**src/rtl/timebase_gen.sv**
```systemverilog
// timebase_gen: decade-style tick strobe chain plus a one-shot/periodic countdown timer on the base tick.
module timebase_gen #(
  parameter int CLK_PER_TICK = 50000,
  parameter int STAGE_DIV    = 10,
  parameter int N_STAGES     = 4,
  parameter int DUR_W        = 16
) (
  input  logic                Clk,
  input  logic                Rst,
  input  logic                enable,
  input  logic                start,
  input  logic [DUR_W-1:0]    duration,
  input  logic                repeat_en,
  output logic [N_STAGES-1:0] tick,
  output logic                busy,
  output logic                done,
  output logic [DUR_W-1:0]    remaining
);
  localparam int CW = $clog2(CLK_PER_TICK);
  localparam int SW = $clog2(STAGE_DIV);
  localparam logic [CW-1:0] C_LAST = CW'(CLK_PER_TICK - 1);
  localparam logic [SW-1:0] S_LAST = SW'(STAGE_DIV - 1);
  localparam logic [DUR_W-1:0] ONE = DUR_W'(1);
  localparam logic [0:0] IDLE = 1'b0;
  localparam logic [0:0] RUN  = 1'b1;
  logic [CW-1:0]       base_cnt;
  logic [N_STAGES-1:0] tick_nxt;
  logic [0:0]          state;
  logic                mode;
  logic [DUR_W-1:0]    dur_l;
  // tick_nxt[0] carries enable, so every stage strobe is squashed while disabled
  assign tick_nxt[0] = enable && base_cnt == C_LAST;
  always_ff @(posedge Clk or negedge Rst)
    if (!Rst) begin
      base_cnt <= '0;
      tick     <= '0;
    end else begin
      base_cnt <= (!enable || base_cnt == C_LAST) ? '0 : base_cnt + 1'b1;
      tick     <= tick_nxt;
    end
  for (genvar k = 1; k < N_STAGES; k++) begin : g_stage
    logic [SW-1:0] cnt;
    assign tick_nxt[k] = tick_nxt[k-1] && cnt == S_LAST;
    always_ff @(posedge Clk or negedge Rst)
      if (!Rst) cnt <= '0;
      else if (!enable) cnt <= '0;
      else if (tick_nxt[k-1]) cnt <= cnt == S_LAST ? '0 : cnt + 1'b1;
  end
  // start outranks a coincident tick; a zero-length start expires immediately
  always_ff @(posedge Clk or negedge Rst)
    if (!Rst) begin
      state     <= IDLE;
      mode      <= 1'b0;
      dur_l     <= '0;
      remaining <= '0;
      done      <= 1'b0;
    end else if (start) begin
      done      <= duration == '0;
      state     <= duration == '0 ? IDLE : RUN;
      remaining <= duration;
      if (duration != '0) begin
        dur_l <= duration;
        mode  <= repeat_en;
      end
    end else if (state == RUN && tick[0]) begin
      done      <= remaining == ONE;
      remaining <= remaining != ONE ? remaining - 1'b1 : mode ? dur_l : '0;
      state     <= (remaining == ONE && !mode) ? IDLE : RUN;
    end else begin
      done <= 1'b0;
    end
  assign busy = state == RUN;
endmodule

```
**config.mk**
```make
export PLATFORM = sky130hd
export DESIGN_NAME = timebase_gen
export DESIGN_NICKNAME = d
export VERILOG_FILES = /design/src/rtl/timebase_gen.sv
export SDC_FILE = /design/constraint.sdc
export NUM_CORES = 1
export LEC_CHECK = 0
export CAP_MARGIN = 20
export CORE_UTILIZATION = 46
export DETAILED_ROUTE_END_ITERATION = 8
export GPL_TIMING_DRIVEN = 1
export HOLD_SLACK_MARGIN = 0.05
export PLACE_DENSITY = 0.75
export SLEW_MARGIN = 25
export SYNTH_ARGS = -nofsm -noshare
export SYNTH_HDL_FRONTEND = slang
export SYNTH_SLANG_ARGS = --single-unit
```
**constraint.sdc**
```tcl
create_clock -name Clk -period 4.2 [get_ports Clk]
set_input_delay 0.42 -clock Clk [delete_from_list [all_inputs] [get_ports Clk]]
set_output_delay 0.42 -clock Clk [all_outputs]
set_load 0.05 [all_outputs]
```
==> results of run 1 <==
[registers in the layout, summed over array words and instances, names as in the netlist]
name and cells:
base_cnt 16, dur_l 16, remaining 16, g_stage.cnt 12, tick 4, busy 1
done 1, mode 1
[worst max-delay path by stage]
stage / from / endpoint / slack [ns] / depth (start not counted)
finish: remaining[10] / remaining[13] / 1.69 / 5
global route: remaining[2] / remaining[7] / 1.52 / 5
CTS: remaining[10] / remaining[13] / 1.68 / 5
detailed placement: duration[3] / mode / 1.50 / 4
global placement: duration[3] / mode / 1.48 / 4
floorplan: remaining[0] / remaining[13] / 1.82 / 6
[area by class of cell]
class | instances | area [sq um]
clock inverter | 3 | 21.3
clock buffer | 13 | 169
multi-input combinational | 278 | 1730
timing repair buffer | 45 | 440
inverter | 13 | 48.8
tap | 99 | 124
fill | 672 | 3080
sequential | 67 | 1680
[power breakdown]
part           switching, mW  internal (mW)  total (mW)
logic                  0.145         0.0883       0.234
registers             0.0445          0.679       0.723
clock network          0.244          0.263       0.507
total                  0.434           1.03        1.46
[per-layer routing]
layer | vias to the layer above | share of wire
li1 | 1416 | -
met3 | 10 | 0.060
met2 | 98 | 0.50
met5 | - | 0
met4 | 0 | 0.011
met1 | 1449 | 0.43
[synthesized netlist by cell type (2+ instances only)]
cell      count  area [sq um]
nor3b_1       5          37.5
nand3_1      14          70.1
clkbuf_1      8          30.0
or4_1         2          15.0
xnor2_1       8          70.1
a211oi_1      2          15.0
nand4b_1      2          17.5
mux2i_1       4          40.0
o31ai_1       4          30.0
ha_1          7          87.6
nor4_1        6          37.5
o21ai_0      17          85.1
o211ai_1      3          22.5
nor3_1        5          25.0
a21o_1        4          30.0
a22oi_1       4          30.0
inv_1        12          45.0
nor2b_1       5          31.3
and4_1        4          35.0
xor2_1       13           114
or3_1         6          37.5
nand4_1       8          50.1
a21oi_1      18          90.1
nand3b_1      2          15.0
a211o_1       2          17.5
a22o_1        7          61.3
o221ai_1      2          17.5
and3_1        4          25.0
dfrtp_1      67          1680
a31oi_1       5          31.3
nand2_1      56           210
nor2_1       36           135
[per-stage QoR]
stage | setup WS (ns) | hold WS [ns] | util | power [mW] | cells
3_3_place_gp | 1.48 | 0.452 | 0.551 | 0.963 | 502
2_1_floorplan | 1.82 | 0.124 | - | 0.867 | 368
3_5_place_dp | 1.50 | 0.468 | 0.551 | 0.968 | 502
5_1_grt | 1.52 | 0.0919 | 0.578 | 1.53 | 518
6_report | 1.69 | 0.0515 | 0.578 | 1.46 | 518
4_1_cts | 1.68 | 0.255 | 0.577 | 1.47 | 518
[logic make-up after synthesis]
| group | after synthesis |
|---|---|
| buf+inv | 23 |
| fa+ha+maj | 7 |
| mux | 5 |
| xor+xnor | 21 |
| flops | 67 |
| compound gates | 76 |
| simple gates | 169 |
==> metrics.yaml, run 1 <==
status: "complete, no violations"
critPathSlowestCell: "or4_1"
synth.area.mux_share: 0.0146
ys_types: 58
crit_fanout: 10
worst_pin_slew_ns: 0.835
vias: 2973
hpwl_mm: 5.66
synthesis.nets: 396
crit_path_max_incr_delay_ns: 0.74
synth_xor_xnor_area_share: 0.0525
clk_pin_slew_worst_paths_ns: 0.08
cts_buffers: 9
cts_tree: "yes"
fp.dieArea_sq_um: 7970
ys_seq_area_frac: 0.478
synthArstFlopShare: 1.00
clock_latency_ns: 0.35
drc_errors: 0
r2r_start: "remaining[10]"
layout_commonest_cell: "dfrtp_1"
grt_max_degree: 44
synth_compound_area_frac: 0.147
crit_family: "simple AND/OR/NAND/NOR gates"
met1_usage: 0.287
holdCritPathClass: "input pin to asynchronous set/reset pin"
use_met3: 0.0609
synth_top_family_by_area: "simple AND/OR/NAND/NOR gates"
port_buffers: 42
maxSlewViolCount: 0
diodes: 0
die_h_um: 89.3
core_area_sq_um: 7290
ys_seq_elements: 67
io_pins: 43
drt_iter0_markers: 177
yosys.area_share.simple: 0.255
cts-htree-levels: 3
wl_mm: 8.09
cts_root_buf: "clkbuf_8"
synth_fa_ha_area_frac: 0.0250
fmax_ghz: 0.398
postRouteAntennaNets: 0
grt-ovfl-total: 0
vdd_ir_drop_max_mv: 0.159
wl_per_cell_um: 15.6
avgSynthCellArea_sq_um: 9.52
finalCriticalPeriod_ns: 2.51
gr-max-usage-layer: "met2"
crit_type: "flip-flop to flip-flop"
fin_skew_ns: 0.0100
synth-edff-count: 0
finalHoldViolCount: 0
fp.dieW_um: 89.3
setup_viol: 0
antenna_found_initial: 0
worst-path-buf-inv: 0
path_cells: "or4_1 -> nor4_4 -> or2b_4 -> a21oi_1 -> a211o_1"
synth_top_flop_cell: "dfrtp_1"
cp_data_required_time_ns: 4.43
final_cell_area_sq_um: 4210
areaGrowthSynthToFinish_pct: 20.2
synth_area_sq_um: 3500
grt_pass1_vias: 2873
cellLeakagePower_nw: 1.82
drt_first_pass_iters: 5
max_cap_viol_count: 0
layout_common_cells: "dfrtp_1, nand2_1, clkdlybuf4s50_1"
grt_util_met2: 0.394
rr_worst_depth: 5
yosys_warnings: 0
clkSinkCount: 67
drive_gt1_frac: 0.0740
rsz0062_at_grt: "no"
endpoint_kind: "flip-flop"
timing.critical_path.arrival_ns: 2.75
grt_pass1_wl_mm: 13.8
cts_resized: 0
placed_area_sq_um: 4020
critPathLaunchType: "flip-flop"
rows: 31
r2r_end: "remaining[13]"
max_slew_margin: 0.444
cts_setup_buffers: 0
nNetsFinal: 442
cts_hold_buf: 0
regToRegSetupSlack_ns: 1.69
syn-instance-count: 368
gp_congestion: 0.946
power_density_nw_per_um2: 347
tns_ns: 0
initial_core_util: 0.481
clockBufferDepth: 2
fin_crit_sh: 0.598
track_usage: 0.230
via_per_inst: 5.74
Power figures use the tool's default switching activity.
==> run 2: changes to the inputs <==
--- a/config.mk
+++ b/config.mk
@@ -10,7 +10,7 @@
 export DETAILED_ROUTE_END_ITERATION = 8
 export GPL_TIMING_DRIVEN = 1
 export HOLD_SLACK_MARGIN = 0.05
-export PLACE_DENSITY = 0.75
+export PLACE_DENSITY = 0.78
 export SLEW_MARGIN = 25
 export SYNTH_ARGS = -nofsm -noshare
 export SYNTH_HDL_FRONTEND = slang
==> constraint.sdc (replaced) <==
create_clock -name Clk -period 2.05 [get_ports Clk]
set_input_delay 0.205 -clock Clk [delete_from_list [all_inputs] [get_ports Clk]]
set_output_delay 0.205 -clock Clk [all_outputs]
set_load 0.05 [all_outputs]
==> run 2 against run 1 <==
Against the previous run:
- the run now ends with negative setup slack left
- die area unchanged
- clock power increased by 120%
- setup slack got worse by 1.7 ns
- clock-buffer cell count decreased by 2
- utilization increased by 8.3 points
- cell area increased by 14%
- critical path depth increased by 3
- highest routed layer unchanged
==> metrics.yaml, run 2 (synthesis gave the netlist of run 1 again) <==
rows: 31  # unchanged
hpwl_mm: 6.59  # was 5.66 mm
drt_iter0_markers: 181  # was 177
maxSlewViolCount: 0  # unchanged
vdd_ir_drop_max_mv: 0.589  # was 0.159 mV
die_h_um: 89.3  # unchanged
gp_congestion: 0.961  # was 0.946
nNetsFinal: 506  # was 442
setup_viol: 7  # was 0
switchingPower_uw: 968  # was 434 uW
clock_latency_ns: 0.35  # about the same
internal_power_mw: 2.27  # was 1.03 mW
initial_core_util: 0.481  # unchanged
finalHoldViolCount: 0  # unchanged
fmax_ghz: 0.479  # was 0.398 GHz
fp.dieArea_sq_um: 7970  # unchanged
endpoint_kind: "flip-flop"  # unchanged
layout_commonest_cell: "buf_4"  # was dfrtp_1
clockBufferDepth: 2  # unchanged
wl_mm: 9.29  # was 8.09 mm
track_usage: 0.252  # was 0.230
rsz0062_at_grt: "yes"  # was no
critPathLaunchType: "flip-flop"  # unchanged
timing.critical_path.arrival_ns: 2.31  # was 2.75 ns
cts_tree: "yes"  # unchanged
multi_input_area_sq_um: 1810  # was 1730 sq um
drc_errors: 0  # unchanged
clkSinkCount: 67  # unchanged
drt_first_pass_iters: 5  # unchanged
fp.dieW_um: 89.3  # unchanged
io_pins: 43  # unchanged
drive_gt1_frac: 0.246  # was 0.0740
holdCritPathClass: "input pin to asynchronous set/reset pin"  # unchanged
regArea_sq_um: 1690  # was 1680 sq um
reg_top3: "base_cnt: 16 flops, dur_l: 16 flops, remaining: 16 flops"  # unchanged
power_density_nw_per_um2: 672  # was 347 nW/um^2
rr_worst_depth: 8  # was 5
grt_max_degree: 51  # was 44
crit_type: "flip-flop to flip-flop"  # unchanged
grt-ovfl-total: 0  # unchanged
failed_checks: "negative setup slack"
via_per_inst: 5.61  # was 5.74
seqPwrFrac: 0.447  # was 0.494
antenna_found_initial: 0  # unchanged
post-place-ws_ns: -0.0285  # was 1.50 ns
clock_power_share: 0.350  # was 0.346
diodes: 0  # unchanged
areaGrowthSynthToFinish_pct: 37.6  # was 20.2%
r2r_start: "remaining[1]"  # was remaining[10]
post-route-worst-setup-slack_ns: -0.0379  # was 1.69 ns
cts-htree-levels: 3  # unchanged
core_area_sq_um: 7290  # unchanged
cellLeakagePower_nw: 2.16  # was 1.82 nW
layout_common_cells: "buf_4, nand2_1, dfrtp_1"  # was dfrtp_1, nand2_1, clkdlybuf4s50_1
finalCriticalPeriod_ns: 2.09  # was 2.51 ns
cp_data_required_time_ns: 2.27  # was 4.43 ns
postLayoutCoreUtil: 0.661  # was 0.578
fin_crit_sh: 1.02  # was 0.598
regToRegSetupSlack_ns: -0.04  # was 1.69 ns
cts_root_buf: "clkbuf_8"  # unchanged
status: "finished with violations"  # was complete, no violations
grt_pass1_vias: 3202  # was 2,873
fin_skew_ns: 0.00975  # was 0.0100 ns
cts_buffers: 9  # unchanged
crit_fanout: 6  # was 10
clk_pin_slew_worst_paths_ns: 0.07  # was 0.08 ns
max_cap_viol_count: 0  # unchanged
max_slew_margin: 0.656  # was 0.444
postRouteAntennaNets: 0  # unchanged
power_frac_comb: 0.204  # was 0.160
wl_per_cell_um: 16.0  # was 15.6 um
worst_pin_slew_ns: 0.514  # was 0.835 ns
port_buffers: 42  # unchanged
vias: 3267  # was 2,973
switching_share: 0.299  # was 0.296
grt_pass1_wl_mm: 15.0  # was 13.8 mm
r2r_end: "remaining[0]"  # was remaining[13]
fillers: 609  # was 672
## run 2: changes by cell type in the layout (fill, tap and decap cells not counted), moves of 2 or more
cell      delta
buf_4       +57
dfrtp_1     -11
dfrtp_2     +11
o21ai_0      -5
o21ai_1      +5
buf_6        +4
clkbuf_8     -2
ha_1         -2
## run 2: worst max path at each step
stage / slack (ns) / startpoint / depth (start not counted) / end
after floorplan: -0.23 / remaining[1] / 7 / remaining[13]
after global placement: 0.03 / remaining[10] / 7 / remaining[4]
after detailed placement: -0.03 / remaining[10] / 7 / remaining[4]
after CTS: 0.005 / remaining[10] / 7 / remaining[4]
after global routing: -0.08 / remaining[1] / 8 / remaining[4]
final: -0.04 / remaining[1] / 8 / remaining[0]
## run 2: repair_timing
item | 4_1_cts | 5_1_grt
gates resized for setup | 1 | 16
endpoints found under the setup margin | 6 | 16
hold endpoints to repair | 17 | 0
hold buffers | 1 | 0
setup buffers | 1 | 12
pin swaps | 2 | 8
## run 2: routing by layer
layer / vias up / share of wire / routed length [um] / global-route usage
li1: 1544 / - / - / -
met1: 1572 / 0.43 / 3950 / 0.309
met2: 123 / 0.49 / 4560 / 0.422
met3: 28 / 0.055 / 509 / 0.0609
met4: 0 / 0.029 / 266 / 0.117
met5: - / 0 / 0 / 0
## run 2: power groups by stage
stage	logic, mW	clock network (mW)	registers (mW)
after floorplan	0.180	0	1.61
after global placement	0.609	0	1.47
after detailed placement	0.624	0	1.47
after CTS	0.629	1.16	1.44
after global routing	0.710	1.20	1.45
final	0.660	1.13	1.45
## run 2: final cells by class
type,instances,share of cell area
well taps,99,0.0257
repair buffers,109,0.197
clock inverters,5,0.0130
inverters,13,0.0101
flip-flops and latches,67,0.351
clock buffers,11,0.0293
multi-input cells,278,0.375
## run 2: stage by stage
stage          cell area [sq um]  cells  TNS [ns]  hold WS, ns  total power, mW
2_1_floorplan               3540    368     -1.16      -0.0906             1.79
6_report                    4820    582    -0.128        0.336             3.24
3_3_place_gp                4450    552         0        0.173             2.08
4_1_cts                     4670    570         0        0.336             3.23
3_5_place_dp                4450    552   -0.0685        0.174             2.09
5_1_grt                     4820    582    -0.700        0.391             3.36
## run 2: worst max-delay path, cell delays in order (launching register included)
cell	delay, ns
dfrtp_2	0.41
inv_2	0.08
ha_4	0.13
or4b_4	0.48
o41ai_4	0.38
buf_6	0.19
buf_6	0.10
nand2b_4	0.10
a32oi_2	0.10
==> patch 1, RTL diff (config.mk and constraints of run 2) <==
`N_STAGES`: 4 -> 6.
--- a/src/rtl/timebase_gen.sv
+++ b/src/rtl/timebase_gen.sv
@@ -3,5 +3,5 @@
   parameter int CLK_PER_TICK = 50000,
   parameter int STAGE_DIV    = 10,
-  parameter int N_STAGES     = 4,
+  parameter int N_STAGES     = 6,
   parameter int DUR_W        = 16
 ) (
Ports: changed (resized tick); port bits go from 43 to 45. No check against the original RTL was run, so the function may have changed too.
==> patch 1 against run 2 <==
- the flow still finishes with violations (negative setup slack)
- wire length grew 27%
- total power is 17% higher
- sequential cell count rose by 10
- combinational power up 12%
- count of clock-buffer cells in the layout is 2 lower
- worst setup slack got worse by 59 ps
- cell area increased by 20%
- synthesized area rose by 16%
- sequential power up 14%
- clock skew shrank 0.87 ps
- cell count grew 15%
==> patch 1: results (changes against run 2) <==
[detailed_routing]
num_vias = 3934  ; +20%
post_drt_wl_per_cell_um = 17.60  ; +10%
vias_per_cell = 5.863  ; +4.4%
initialDrtViolationCount = 164  ; -9.4%
drt-pass1-iter-count = 5  ; unchanged

[pwr]
ir_worst_vdd_mv = 0.3912  ; -34%
power_leakage_nw = 2.531  ; +17%

[cts]
clock_latency_ps = 360
clk_pin_slew_ps = 80
clockRootBuffer = clkbuf_8
cts_buffers = 9  ; unchanged
cts_setup_buffers = 6  ; +5
cts_resized = 12  ; +11
htree_levels = 3  ; unchanged
ctsHoldBuffers = 1  ; unchanged
clockBufferDepth = 2  ; unchanged

[place]
placed_cells = 643  ; +16%
gp_congestion = 0.9196  ; -4.3%
io_buffers = 44  ; +4.8%
dp_hpwl_um = 7723  ; +17%
place_area_um2 = 5206  ; +17%

[global_route]
grt_pass1_vias = 3876  ; +21%
grt_max_degree = 41  ; -20%
grt_use_total_pct = 26.28  ; +1.1 points
grt_pass1_wl_um = 18270  ; +22%
grt_antenna_before_repair = 0  ; unchanged

[timing]
worst_clock_skew_ps = 8.882  ; -0.8683 ps
holdWs_ps = 381.2  ; +45.48 ps
setup_slack_ps = -97.02  ; -59.09 ps
worstMarginPinSlew_ps = 541.8  ; +28.05 ps
report.final.setup_viol = 18  ; +11

[layout]
antennaDiodeCount = 0  ; unchanged
layout-drive-gt1-share_pct = 29.15  ; +4.5 points
regMostFlops = g_stage.cnt
largest_reg_flops = 20
nNetsFinal = 595  ; +18%

[logic_synthesis]
synth.area.mux_share_pct = 1.013  ; -0.45 points
synthFlopType = dfrtp_1
synth_area_leaders = dfrtp_1, nand2_1, a21oi_1, ha_1, nor2_1
async_flop_share_pct = 100.0  ; unchanged
yosys.area_share.xor_xnor_pct = 4.511  ; -0.74 points
yosysSeqAreaShare_pct = 47.25  ; -0.59 points
synthTopCellsByCount = dfrtp_1, nand2_1, nor2_1
synth_compound_area_share_pct = 14.61  ; -0.14 points
syn_avg_cell_area_um2 = 9.205  ; -3.3%
ys_warn_count = 0  ; unchanged
synth_fa_ha_area_share_pct = 3.989  ; +1.5 points
synth_cell_types = 54  ; -6.9%
syn-num-nets = 477  ; +20%

[worst_setup_path]
slowest_stage = or4_4
max_stage_delay_ps = 550  ; +70 ps
crit_arrival_ps = 2430  ; +120 ps
cp_top_family = simple AND/OR/NAND/NOR gates
crit_fanout = 6  ; unchanged

[outcome]
status = finished with violations
violations = negative setup slack

[min_path]
worstHoldPathType = in -> async

[patch 1: cell count changes in the layout (fill, tap and decap cells not counted), sizes merged, moves of 6 or more]
cell	run 2	this run
buf	67	81
dfrtp	67	77
nand3	14	20
or3	6	16
a21oi	18	36
ha	7	13
[patch 1: through the flow]
step	setup TNS [ps]	utilization, %	setup slack, ps
3_3_place_gp	-26.42	62.11	-26.42
5_1_grt	-3325	69.08	-183.3
2_1_floorplan	-833.6	-	-111.9
3_5_place_dp	-218.9	62.11	-95.93
6_report	-767.1	69.08	-97.02
4_1_cts	-69.13	66.34	-47.34
[patch 1: path summary, 6_finish.rpt]
path                         startpoint                 to  cells past startpoint
setup / recovery           base_cnt[13]  g_stage[3].cnt[3]                      7
hold / removal                      Rst           dur_l[6]                      2
setup reg to reg           base_cnt[13]  g_stage[3].cnt[3]                      7
hold reg to reg                dur_l[9]           dur_l[9]                      2
max in group asynchronous           Rst       remaining[1]                      3
min in group Clk            duration[9]           dur_l[9]                      3
[patch 1: layout make-up]
| class | count | area [um2] |
|---|---|---|
| well taps | 105 | 131.4 |
| inverters | 17 | 63.81 |
| clock inverters | 7 | 113.9 |
| clock buffers | 9 | 123.9 |
| multi-input cells | 330 | 2293 |
| repair buffers | 126 | 1125 |
| fillers | 622 | 2591 |
| flip-flops and latches | 77 | 1939 |
[patch 1: layer usage]
metal | up-vias | global-route usage, % | wire length (um)
met4 | 0 | 13.68 | 317
met1 | 1930 | 32.10 | 4683
met2 | 153 | 45.27 | 6137
met5 | - | 0 | 0
li1 | 1824 | - | -
met3 | 27 | 3.318 | 673
[patch 1: power by group]
part           switching, mW  total (mW)  internal (mW)
combinational          0.433       0.742          0.308
sequential            0.0568        1.65           1.59
clock                  0.581        1.39          0.804
total                   1.07        3.78           2.70
==> patch 2, RTL diff (config.mk and constraints of run 2) <==
Without the edit above. Add an input register stage for `enable`, `start`, `duration` and `repeat_en`; this delays them by one clock.
--- a/src/rtl/timebase_gen.sv
+++ b/src/rtl/timebase_gen.sv
@@ -24,4 +24,17 @@
   localparam logic [0:0] IDLE = 1'b0;
   localparam logic [0:0] RUN  = 1'b1;
+
+  logic enable_q;
+  logic start_q;
+  logic [DUR_W-1:0] duration_q;
+  logic repeat_en_q;
+
+  always_ff @(posedge Clk) begin
+      enable_q    <= enable;
+      start_q     <= start;
+      duration_q  <= duration;
+      repeat_en_q <= repeat_en;
+  end
+
   logic [CW-1:0]       base_cnt;
   logic [N_STAGES-1:0] tick_nxt;
@@ -30,5 +43,5 @@
   logic [DUR_W-1:0]    dur_l;
   // tick_nxt[0] carries enable, so every stage strobe is squashed while disabled
-  assign tick_nxt[0] = enable && base_cnt == C_LAST;
+  assign tick_nxt[0] = enable_q && base_cnt == C_LAST;
   always_ff @(posedge Clk or negedge Rst)
     if (!Rst) begin
@@ -36,5 +49,5 @@
       tick     <= '0;
     end else begin
-      base_cnt <= (!enable || base_cnt == C_LAST) ? '0 : base_cnt + 1'b1;
+      base_cnt <= (!enable_q || base_cnt == C_LAST) ? '0 : base_cnt + 1'b1;
       tick     <= tick_nxt;
     end
@@ -44,5 +57,5 @@
     always_ff @(posedge Clk or negedge Rst)
       if (!Rst) cnt <= '0;
-      else if (!enable) cnt <= '0;
+      else if (!enable_q) cnt <= '0;
       else if (tick_nxt[k-1]) cnt <= cnt == S_LAST ? '0 : cnt + 1'b1;
   end
@@ -55,11 +68,11 @@
       remaining <= '0;
       done      <= 1'b0;
-    end else if (start) begin
-      done      <= duration == '0;
-      state     <= duration == '0 ? IDLE : RUN;
-      remaining <= duration;
-      if (duration != '0) begin
-        dur_l <= duration;
-        mode  <= repeat_en;
+    end else if (start_q) begin
+      done      <= duration_q == '0;
+      state     <= duration_q == '0 ? IDLE : RUN;
+      remaining <= duration_q;
+      if (duration_q != '0) begin
+        dur_l <= duration_q;
+        mode  <= repeat_en_q;
       end
     end else if (state == RUN && tick[0]) begin
Behaviour: not the same (Yosys sat finds a counterexample within 4 cycles, from zero or initial values and one cycle with Rst low).
==> patch 2 against run 2 <==
- sequential share of layout area is 7.3 points higher
- via count decreased by 0.18%
- sequential cell count increased by 19
- worst setup slack improved by 130 ps
- synthesized area grew 14%
- wire length decreased by 0.27%
- register-to-register slack improved by 190 ps
- total power increased by 7.6%
- cell count decreased by 5.2%
- cell area is 0.93% higher
- utilization shrank 7.5 points
- critical path type is now reg -> out
==> patch 2: results (changes against run 2) <==
[cts]
clk_pin_slew_ps = 100  ; +30 ps
clockRootBuffer = clkbuf_8
clock_latency_ps = 370  ; +20 ps

[logic_synthesis]
async_flop_share_pct = 77.91  ; -22 points
syn-num-nets = 413  ; +4.3%
synth_area_leaders = dfrtp_1, dfxtp_1, xnor2_1, a22o_1, nor2_1
synthTopCellsByCount = dfrtp_1, nor2_1, nand2_1
synth_top_area_share_pct = 42.01  ; -5.8 points
syn_avg_cell_area_um2 = 10.37  ; +8.9%
yosysSeqAreaShare_pct = 51.54  ; +3.7 points
synth_cell_types = 59  ; +1.7%

[detailed_routing]
drt-pass1-iter-count = 4  ; -1
wl_met3_um = 533  ; +4.7%
num_vias = 3261  ; -0.18%
initialDrtViolationCount = 208  ; +15%
met1_length_um = 4198  ; +6.3%
wl_um = 9260  ; -0.27%
dr_wl_met2_um = 4334  ; -4.9%

[global_route]
grt_pass1_wl_um = 15460  ; +2.8%
met1_usage_pct = 29.51  ; -1.4 points
grt_max_degree = 68  ; +33%
met3_usage_pct = 5.263  ; -0.83 points
grt_use_total_pct = 22.29  ; -2.9 points
use_met2_pct = 35.71  ; -6.5 points
grt_pass1_vias = 3159  ; -1.3%

[worst_setup_path]
endpoint = remaining[10]
cp_top_family = buffers and inverters
r2r_slack_ps = 150  ; +190 ps
slowest_stage = clkdlybuf4s50_1
reg2regPathDepth = 5  ; -3
crit_start = remaining[10]
max_stage_delay_ps = 860  ; +380 ps
crit_fanout = 7  ; +1
timing.rr.start = base_cnt[13]
reg2reg_to = g_stage[3].cnt[2]

[layout]
nMultiInputCombCells = 267  ; -4.0%
fin_area_um2 = 4866  ; +0.93%
clk_share_pct = 3.677  ; -0.55 points
multi_input_area_share_pct = 37.46  ; about the same
regArea_um2 = 2062  ; +22%
fill_cells = 684  ; +12%
nonClkBufAreaFrac_pct = 12.86  ; -6.8 points
n_all_buffers = 66  ; -39%
n_all_inverters = 12  ; -1
nNetsFinal = 470  ; -7.1%
seq_cell_count = 86  ; +28%
fin_cells = 552  ; -5.2%
n_clock_buffer = 9  ; -2

[floorplan]
core_um2 = 8299  ; +14%

[place]
dp_slack_ps = 107.4  ; +136.0 ps
gp_congestion = 0.8731  ; -9.1%

[timing]
slew_headroom_pct = 60.70  ; -4.9 points
worst_clock_skew_ps = 13.51  ; +3.758 ps
holdWs_ps = 261.7  ; -73.97 ps
fmax_mhz = 509.6  ; +6.4%

[pwr]
ir_worst_vdd_mv = 0.3118  ; -47%
p_sw_share_pct = 30.02  ; +0.13 points

[min_path]
min_to = repeat_en_q
worstHoldPathType = in -> reg

[outcome]
status = finished, final reports clean

[patch 2: cell types whose count changed after synthesis, sizes merged, moves of 7 or more]
cell / run 2 / this run
nand2: 56 / 27
dfxtp: 0 / 19
nand4: 8 / 17
o21ai: 17 / 9
nor2: 36 / 29
[patch 2: power groups by stage]
stage               Clock, mW  Sequential [mW]  Combinational, mW
floorplan                   0             1.99              0.182
global placement            0             1.91              0.467
detailed placement          0             1.91              0.475
CTS                      1.13             1.88              0.478
global route             1.21             1.89              0.524
finish                   1.12             1.88              0.484
[patch 2: timing repair]
action / in CTS / in global routing
hold endpoints to repair: 67 / 0
resized for setup: 0 / 2
setup endpoints to repair: 0 / 7
setup buffers: 0 / 2
hold buffers: 1 / 0
[patch 2: cells by family after synthesis]
family,count (synthesis),share of synthesized area (%)
xor+xnor,21,4.608
flops,86,51.54
buf+inv,32,3.197
simple gates,150,22.13
fa+ha+maj,7,2.194
mux,7,1.881
compound gates,82,14.45
